$ cat src/rtl/mmio_pkg.sv
// mmio_pkg: shared definitions for the memory-mapped I/O controller.
//   RGN_*      : region codes taken from the top two address bits.
//   out_slice  : bit offset of output register k inside a flat bus of
//                registers that are w bits wide each.
package mmio_pkg;

  localparam logic [1:0] RGN_RAM = 2'b00;
  localparam logic [1:0] RGN_OUT = 2'b01;
  localparam logic [1:0] RGN_IN  = 2'b10;
  localparam logic [1:0] RGN_RSV = 2'b11;

  function automatic int out_slice(input int k, input int w);
    return k * w;
  endfunction

endpackage

$ cat src/rtl/mmio_bus_ctrl_sync2.sv
// sync2: two-flop synchroniser for asynchronous inputs, WIDTH bits wide.
//   clk  : sampling clock
//   rst  : asynchronous active-high reset, clears both stages
//   d_i  : asynchronous input
//   q_o  : synchronised output, two clock edges after d_i
module sync2 #(
  parameter int WIDTH = 1
) (
  input  logic             clk,
  input  logic             rst,
  input  logic [WIDTH-1:0] d_i,
  output logic [WIDTH-1:0] q_o
);

  logic [WIDTH-1:0] meta_q;
  logic [WIDTH-1:0] sync_q;

  always_ff @(posedge clk or posedge rst) begin
    if (rst) begin
      meta_q <= '0;
      sync_q <= '0;
    end else begin
      meta_q <= d_i;
      sync_q <= meta_q;
    end
  end

  assign q_o = sync_q;

endmodule

$ cat src/rtl/mmio_bus_ctrl.sv
// mmio_bus_ctrl: memory-mapped I/O controller between the processor bus
// and the board. The top two address bits select RAM, an output-register
// bank, a synchronised input port or a reserved region. Every region reads
// back with one cycle of latency so the processor sees uniform timing.
//   Clock, Resetn        : clock and asynchronous active-high reset
//   ADDR, DOUT, W        : processor address, write data, write strobe
//   DIN                  : read data returned to the processor
//   ram_addr/data/wren   : RAM write/address side (combinational)
//   ram_q                : registered RAM read data
//   sw_in, run_sw        : asynchronous board switches
//   Run                  : processor run control (level or pulse)
//   out_q                : output registers, register k at [k*DATA_W +: DATA_W]
//   bad_access           : sticky flag for illegal writes
module mmio_bus_ctrl
  import mmio_pkg::*;
#(
  parameter int DATA_W   = 9,
  parameter int ADDR_W   = 9,
  parameter int RAM_AW   = 7,
  parameter int N_OUT    = 2,
  parameter int RUN_MODE = 0
) (
  input  logic                    Clock,
  input  logic                    Resetn,
  input  logic [ADDR_W-1:0]       ADDR,
  input  logic [DATA_W-1:0]       DOUT,
  input  logic                    W,
  output logic [DATA_W-1:0]       DIN,
  output logic [RAM_AW-1:0]       ram_addr,
  output logic [DATA_W-1:0]       ram_data,
  output logic                    ram_wren,
  input  logic [DATA_W-1:0]       ram_q,
  input  logic [DATA_W-1:0]       sw_in,
  input  logic                    run_sw,
  output logic                    Run,
  output logic [N_OUT*DATA_W-1:0] out_q,
  output logic                    bad_access
);

  localparam int IW = (N_OUT > 1) ? $clog2(N_OUT) : 1;

  logic [1:0]        rgn;
  logic [IW-1:0]     idx;
  logic              idx_ok;
  logic [DATA_W-1:0] out_sel;
  logic              out_wr;

  logic [DATA_W-1:0] out_regs_q [N_OUT];
  logic [1:0]        sel_q;
  logic [DATA_W-1:0] rd_q, rd_d;
  logic              bad_q, bad_d;
  logic              run_prev_q;
  logic              run_q, run_d;

  logic [DATA_W-1:0] sw_s;
  logic              run_s;

  assign rgn = ADDR[ADDR_W-1 -: 2];
  // Bits between IW and the region field are ignored, so registers alias.
  assign idx = ADDR[IW-1:0];

  assign ram_addr = ADDR[RAM_AW-1:0];
  assign ram_data = DOUT;
  // Not gated by reset: the processor holds W low while reset is asserted.
  assign ram_wren = W & (rgn == RGN_RAM);

  sync2 #(.WIDTH(DATA_W)) u_sync_sw (
    .clk (Clock),
    .rst (Resetn),
    .d_i (sw_in),
    .q_o (sw_s)
  );

  sync2 #(.WIDTH(1)) u_sync_run (
    .clk (Clock),
    .rst (Resetn),
    .d_i (run_sw),
    .q_o (run_s)
  );

  always_comb begin
    idx_ok  = 1'b0;
    out_sel = '0;
    for (int k = 0; k < N_OUT; k++) begin
      if (idx == IW'(k)) begin
        idx_ok  = 1'b1;
        out_sel = out_regs_q[k];
      end
    end

    case (rgn)
      RGN_OUT: rd_d = out_sel;
      RGN_IN:  rd_d = sw_s;
      default: rd_d = '0;
    endcase

    out_wr = W & (rgn == RGN_OUT) & idx_ok;

    // Only writes are flagged; reads of any region are harmless because
    // the processor drives ADDR continuously.
    bad_d = bad_q | (W & (((rgn == RGN_OUT) & ~idx_ok) |
                          (rgn == RGN_IN) | (rgn == RGN_RSV)));

    run_d = (RUN_MODE == 0) ? run_s : (run_s & ~run_prev_q);
  end

  always_ff @(posedge Clock or posedge Resetn) begin
    if (Resetn) begin
      for (int k = 0; k < N_OUT; k++) out_regs_q[k] <= '0;
      sel_q      <= RGN_RAM;
      rd_q       <= '0;
      bad_q      <= 1'b0;
      run_prev_q <= 1'b0;
      run_q      <= 1'b0;
    end else begin
      for (int k = 0; k < N_OUT; k++) begin
        if (out_wr && (idx == IW'(k))) out_regs_q[k] <= DOUT;
      end
      sel_q      <= rgn;
      rd_q       <= rd_d;
      bad_q      <= bad_d;
      run_prev_q <= run_s;
      run_q      <= run_d;
    end
  end

  // RAM data already carries its own one-cycle latency; I/O data is
  // registered here to match it.
  assign DIN        = (sel_q == RGN_RAM) ? ram_q : rd_q;
  assign Run        = run_q;
  assign bad_access = bad_q;

  for (genvar g = 0; g < N_OUT; g++) begin : g_flat
    assign out_q[out_slice(g, DATA_W) +: DATA_W] = out_regs_q[g];
  end

endmodule

$ cat config.mk
export PLATFORM = sky130hd
export DESIGN_NAME = mmio_bus_ctrl
export DESIGN_NICKNAME = d
export VERILOG_FILES = /design/src/rtl/mmio_pkg.sv /design/src/rtl/mmio_bus_ctrl_sync2.sv /design/src/rtl/mmio_bus_ctrl.sv
export SDC_FILE = /design/constraint.sdc
export NUM_CORES = 1
export LEC_CHECK = 0
export CORE_ASPECT_RATIO = 1.2
export CORE_MARGIN = 1
export CORE_UTILIZATION = 32
export CTS_CLUSTER_DIAMETER = 80
export DETAILED_ROUTE_END_ITERATION = 8
export GPL_TIMING_DRIVEN = 0
export HOLD_SLACK_MARGIN = 0.02
export PLACE_DENSITY_LB_ADDON = 0.2
export SYNTH_ARGS = -nofsm -noshare
export SYNTH_HDL_FRONTEND = slang
export SYNTH_SLANG_ARGS = --single-unit
$ cat constraint.sdc
create_clock -name Clock -period 2.3 [get_ports Clock]
set_clock_uncertainty 0.15 [all_clocks]
set_input_delay 0.575 -clock Clock [delete_from_list [all_inputs] [get_ports Clock]]
set_output_delay 0.575 -clock Clock [all_outputs]
set_load 0.02 [all_outputs]
Word-level counts from Yosys, hierarchy flattened --
Cells that the tools add are included.
Storage, ports and cells: flip-flop bits (word level) 51
Cells by class: mux-type cells 3, equality and inequality tests 3, reduce and logical (&&, ||, !) cells 4, bitwise logic cells 6
Operators with widths (number):
- 9-bit 2-to-1 mux | 2
- 9-bit one-hot mux with 2 select lines | 1
- 2-bit == test, second input constant | 2
- 2-bit logical NOT | 2
- 1-bit AND | 3
- 2-bit by 1-bit == test with 1-bit output, second input constant | 1
- 1-bit logical AND | 2
- 1-bit bitwise OR | 2
- 1-bit NOT | 1

Logic depth before layout (Yosys ltp) --
Gate-level depths: netlist of run 1.
depth in word-level cells 4, depth in mapped cells 5, mapped depth without buffers 4

Modules after synthesis --
From an unflattened synthesis of run 1, not the netlist that was laid out.
Unflattened totals: cells, all modules 131, area, all modules 2024.4 um^2
By module, submodules not included:
- mmio_bus_ctrl | cells each 109, instances 1, area an instance 1516.5 um^2
- sync2 at u_sync_sw | cells each 19, instances 1, area an instance 454.2 um^2
- sync2 at u_sync_run | cells each 3, instances 1, area an instance 53.8 um^2

Worst setup path before layout of run 1 --
Ideal clock, no wire load.
path kind flip-flop to output port, from register sel_q[1], to output port DIN[0], data required time 1.575 ns, arrival 1.081 ns, cell stages (with the launch flop) 3, setup slack 0.494 ns, cell sequence dfrtp_1 > nor2_2 > mux2_2
On the way: longest elaborated chain between the ends 2
Ends and longest elaborated chain:
- start, declared | line mmio_bus_ctrl.sv:49 | logic [1:0] sel_q;
- start signal, assigned | line mmio_bus_ctrl.sv:119 | sel_q <= rgn;
- 2-bit logical NOT | line mmio_bus_ctrl.sv:129 | assign DIN = (sel_q == RGN_RAM) ? ram_q : rd_q;
- 9-bit 2-to-1 mux | line mmio_bus_ctrl.sv:129
- end, declared | line mmio_bus_ctrl.sv:28 | output logic [DATA_W-1:0] DIN,
Every way passes these cells.

Worst setup path in the final report of run 1 --
from input port ADDR[0], to output port ram_addr[0]
RTL lines:
- start, declared | line mmio_bus_ctrl.sv:25 | input logic [ADDR_W-1:0] ADDR,
- end, declared | line mmio_bus_ctrl.sv:29 | output logic [RAM_AW-1:0] ram_addr,
No word-level cell between the ends.

==> results of run 1 <==
[worst max-delay path, stage by stage]
cell and delay [ns]:
clkdlybuf4s50_1 0.53, buf_4 0.12, dlygate4sd2_1 0.32
[synth_stat cells]
library cell,count
dfrtp_1,51
mux2_2,27
buf_4,16
mux2i_1,9
o2bb2ai_1,9
ha_1,4
inv_1,3
and2_1,2
buf_6,1
clkbuf_1,1
nand2_1,1
nand2b_1,1
nand3_4,1
nand3b_4,1
nor2_2,1
o21ai_0,1
[placed cells by master (no fill, tap or decap), types with 2 or more instances in the layout]
| cell | count |
|---|---|
| buf_4 | 17 |
| inv_1 | 2 |
| mux2_2 | 27 |
| dlygate4sd2_1 | 12 |
| clkdlybuf4s50_1 | 56 |
| clkbuf_8 | 6 |
| ha_1 | 4 |
| mux2i_1 | 9 |
| clkdlybuf4s15_1 | 2 |
| buf_6 | 2 |
| buf_2 | 6 |
| clkbuf_2 | 3 |
| o2bb2ai_1 | 9 |
| dfrtp_1 | 51 |
| and2_1 | 2 |
[worst max path at each step]
stage	startpoint	endpoint	slack (ns)
final	ADDR[0]	ram_addr[0]	0.03
after global routing	ADDR[8]	ram_wren	0.009
after CTS	sel_q[0]$_DFF_PP0_	DIN[3]	0.0006
after detailed placement	ADDR[7]	ram_wren	-0.46
after global placement	Resetn	bad_access$_DFF_PP0_	-0.60
after floorplan	Resetn	Run$_DFF_PP0_	0.35
[per-layer routing]
layer  up-vias  track usage  part of all wire
met1       623        0.152              0.40
met5         -            0                 0
li1        611            -                 -
met2        48        0.209              0.52
met3         6       0.0474             0.067
met4         0       0.0463             0.013
[final cells by class]
cell class                 count  area (um^2)  area share
tap                           82          103      0.0341
clock buffer                   6         82.6      0.0274
timing repair buffer          82          769       0.256
buffer                        18          135      0.0449
multi-input combinational     57          599       0.199
clock inverter                 2         35.0      0.0116
inverter                       3         11.3     0.00374
sequential                    51         1280       0.424
[registers in the layout (all words and copies together), names as in the netlist]
signal and flops:
out_q 18, rd_q 9, u_sync_sw.meta_q 9, u_sync_sw.q_o 9
sel_q 2, Run 1, bad_access 1, u_sync_run.meta_q 1
u_sync_run.q_o 1
[per-stage QoR]
stage,std cells,total power [W]
2_1_floorplan,129,0.00136
6_report,301,0.00226
3_5_place_dp,291,0.00169
5_1_grt,301,0.00238
3_3_place_gp,290,0.00167
4_1_cts,301,0.00231
[power by group]
group / internal (W) / leakage (nW) / switching [W]
combinational: 0.000310 / 0.708 / 0.000268
clock: 0.000352 / 0.0612 / 0.000272
sequential: 0.000998 / 0.614 / 0.0000611
total: 0.00166 / 1.38 / 0.000601
[kinds of logic (layout without fill, tap and decap cells)]
group,count (synthesis),in the layout,share of synthesized area
compound gates,10,10,0.0416
flops,51,51,0.633
simple gates,7,7,0.0329
mux,36,36,0.195
fa+ha+maj,4,4,0.0248
buf+inv,21,111,0.0726
[timing repair]
action / CTS / global route
hold buffers: 0 / 0
buffers inserted: 2 / 0
resized for setup: 39 / 12
pin swaps: 1 / 0
gates cloned: 0 / 0
setup endpoints to repair: 20 / 10
==> metrics, run 1 <==
Hold Path Class flip-flop to flip-flop; Syn Std Cell Area 2020 um^2; wire per inst 13.6 um; P&R area growth vs syn 49.3%; Final #Nets 262; pre-CTS setup slack -0.458 ns; Synth Instances 129; VDD IR max 0.446 mV; run status finished, final reports clean; die height 89.0 um; RR Endpoint rd_q[5]$_DFF_PP0_; vias per inst 4.28; FMAX 441 MHz; starting DRC count in detailed routing 16; register area share after synthesis 0.633; Final Util 0.498; pin count of the biggest net entering global routing 40; CP Capture Type output pin; Synthesis Warnings 0; R2R Setup Slk 1.32 ns; first-pass GRT wire length 5940 um; Hold Crit Start u_sync_sw.meta_q[6]$_DFF_PP0_; die area 6630 um^2; largest cells by area after synthesis dfrtp_1 63%, mux2_2 15%, buf_4 6.0%; Synth Register Bits 51; port bufs 79; Synth Net Count 173; crit path time final 2.27 ns; Hold Path Sink u_sync_sw.q_o[6]$_DFF_PP0_; Starting Density 0.333; post-DP HPWL 2970 um; Die Span X 74.5 um; post-route setup slack 0.0315 ns; global route total overflow 0; startpoint types primary input; Rows 31; Final Slew Violations 0; Cell Pwr Density 751 nW/um^2; worst r2r path cells 2; Slew headroom 0.721; Clk pin slew, worst setup/hold paths 0.08 ns; Final TNS setup 0 ns; antenna viol nets, final 0; Placer Congestion 0.725; Final period util 0.986; P_leak 1.38 nW; Final Hold Vio Count 0; setup violators final 0; worst hold slack 0.203 ns; Crit Path Category primary input to output pin; CTS tree yes; MaxCap Viol Count 0; reg-to-reg startpoint out_q[14]$_DFFE_PP0P_; Synth top area share 0.633; clk root buf clkbuf_8; Synth cell types 16; WP data required 1.57 ns; Synth area leader dfrtp_1; antenna violations before repair 0; DRC 0; core outline area 6050 um^2; ANT cells 0; layout cells sized above 1 0.311; vias in the first global route 1204; IO Pins 86; FILL cells 559; Arrival @ worst endpoint 1.54 ns; unrepaired setup endpoints after global routing no; final instance area 3010 um^2; gr usage total 0.127; clock sinks 51; crit path max fanout 3; Area after DPL 2930 um^2; DRT Wirelength 4090 um; via count 1288; Clock Latency Late Sink 0.29 ns; WHS Path Cells 0; number of iterations in the first detailed-routing pass 2; worst slew pin tran 0.418 ns; Syn Area/Cell 15.6 um^2; total CTS buffers 5; H-tree levels 2; Clock Path Buffers 2
Note: power is estimated with default switching activity, not from simulation.
==> run 2: changes to the inputs <==
- CORE_MARGIN: 1 -> 2
==> metrics, run 2 (synthesis gave the netlist of run 1 again) <==
P&R area growth vs syn 48.0%; Clk pin slew, worst setup/hold paths 0.10 ns; unrepaired setup endpoints after global routing no; vias in the first global route 1330; DRT Wirelength 3980 um; register area 1280 um^2; Final TNS setup 0 ns; global route total overflow 0; CP Capture Type output pin; Slew headroom 0.708; max FFs per register 18; leading cell types in the layout, fill and taps excluded 56 x clkdlybuf4s50_1, 51 x dfrtp_1, 27 x mux2_2; R2R Setup Slk 1.33 ns; Hold Path Class flip-flop to flip-flop; gr usage total 0.121; first-pass GRT wire length 6530 um; FMAX 442 MHz; Starting Density 0.333; number of iterations in the first detailed-routing pass 4; H-tree levels 2; Placer Congestion 0.720; commonest non-fill, non-tap cell in the layout clkdlybuf4s50_1; Die Span X 76.5 um; antenna violations before repair 0; clock sinks 51; Final Slew Violations 0; post-DP HPWL 3000 um; crit path time final 2.26 ns; Final period util 0.984; Non-Filler Instances 300; total CTS buffers 5; core outline area 6050 um^2; port bufs 79; setup violators final 0; VDD IR max 0.364 mV; worst slew pin tran 0.437 ns; WP data required 1.57 ns; Final #Nets 261; via count 1290; run status finished, final reports clean; starting DRC count in detailed routing 59; Final Hold Vio Count 0; clk root buf clkbuf_8; die height 91.0 um; Crit Path Category primary input to output pin; crit path max fanout 3; pin count of the biggest net entering global routing 34; multi-input logic area 599 um^2; CTS tree yes; dpl cells 291; Cell Pwr Density 722 nW/um^2; startpoint types primary input; wire per inst 13.3 um; die area 6960 um^2; vias per inst 4.30; layout cells sized above 1 0.312; Rows 31; DRC 0; Clock Latency Late Sink 0.30 ns; Arrival @ worst endpoint 1.54 ns; antenna viol nets, final 0; MaxCap Viol Count 0; FILL cells 576; ANT cells 0; Clock Path Buffers 2; IO Pins 86; P_leak 1.37 nW
==> run 2: layout make-up <==
type	instances	area share
sequential	51	0.428
timing repair buffer	81	0.257
multi-input combinational	57	0.201
buffer	18	0.0453
tap	82	0.0344
clock buffer	5	0.0231
clock inverter	3	0.00839
inverter	3	0.00377
==> run 2: worst max-delay path, stage by stage <==
cell and delay [ns]:
clkdlybuf4s50_1 0.52, buf_4 0.12, dlygate4sd2_1 0.32
==> run 2: routing by layer <==
metal / wire length (um) / vias to the layer above / track usage
li1: - / 607 / -
met1: 1570 / 633 / 0.142
met2: 2110 / 45 / 0.211
met3: 238 / 5 / 0.0348
met4: 59 / 0 / 0.0455
met5: 0 / - / 0
==> run 2: path summary, 6_finish.rpt <==
path,startpoint,end,cells past startpoint
max in group asynchronous,Resetn,out_q[9]$_DFFE_PP0P_,3
hold / removal,u_sync_sw.meta_q[4]$_DFF_PP0_,u_sync_sw.q_o[4]$_DFF_PP0_,0
setup / recovery,ADDR[0],ram_addr[0],3
min in group asynchronous,Resetn,u_sync_run.meta_q$_DFF_PP0_,2
hold reg to reg,u_sync_sw.meta_q[4]$_DFF_PP0_,u_sync_sw.q_o[4]$_DFF_PP0_,0
setup reg to reg,out_q[14]$_DFFE_PP0P_,rd_q[5]$_DFF_PP0_,2
==> run 2: timing repair <==
action	in CTS	in global routing
pin swaps	1	0
setup endpoints to repair	20	9
gates cloned	0	0
gates resized for setup	43	11
hold buffers	0	0
buffers inserted	1	0
==> run 2: metrics by stage <==
step / util / total power, W / setup WS [ns] / hold WS (ns) / cell area (um^2)
2_1_floorplan: - / 0.00136 / 0.345 / 0.181 / 2020
3_3_place_gp: 0.481 / 0.00168 / -0.575 / 0.182 / 2910
3_5_place_dp: 0.484 / 0.00169 / -0.454 / 0.185 / 2930
4_1_cts: 0.502 / 0.00221 / 0.00697 / 0.208 / 3040
5_1_grt: 0.493 / 0.00227 / 0.000209 / 0.216 / 2980
6_report: 0.493 / 0.00216 / 0.0359 / 0.206 / 2980
==> run 2: where the power goes <==
group | total, W | leakage [nW] | internal (W) | switching [W]
Combinational | 0.000576 | 0.707 | 0.000310 | 0.000266
Clock | 0.000521 | 0.0452 | 0.000222 | 0.000299
Sequential | 0.00106 | 0.614 | 0.000998 | 0.0000609
Total | 0.00216 | 1.37 | 0.00153 | 0.000626
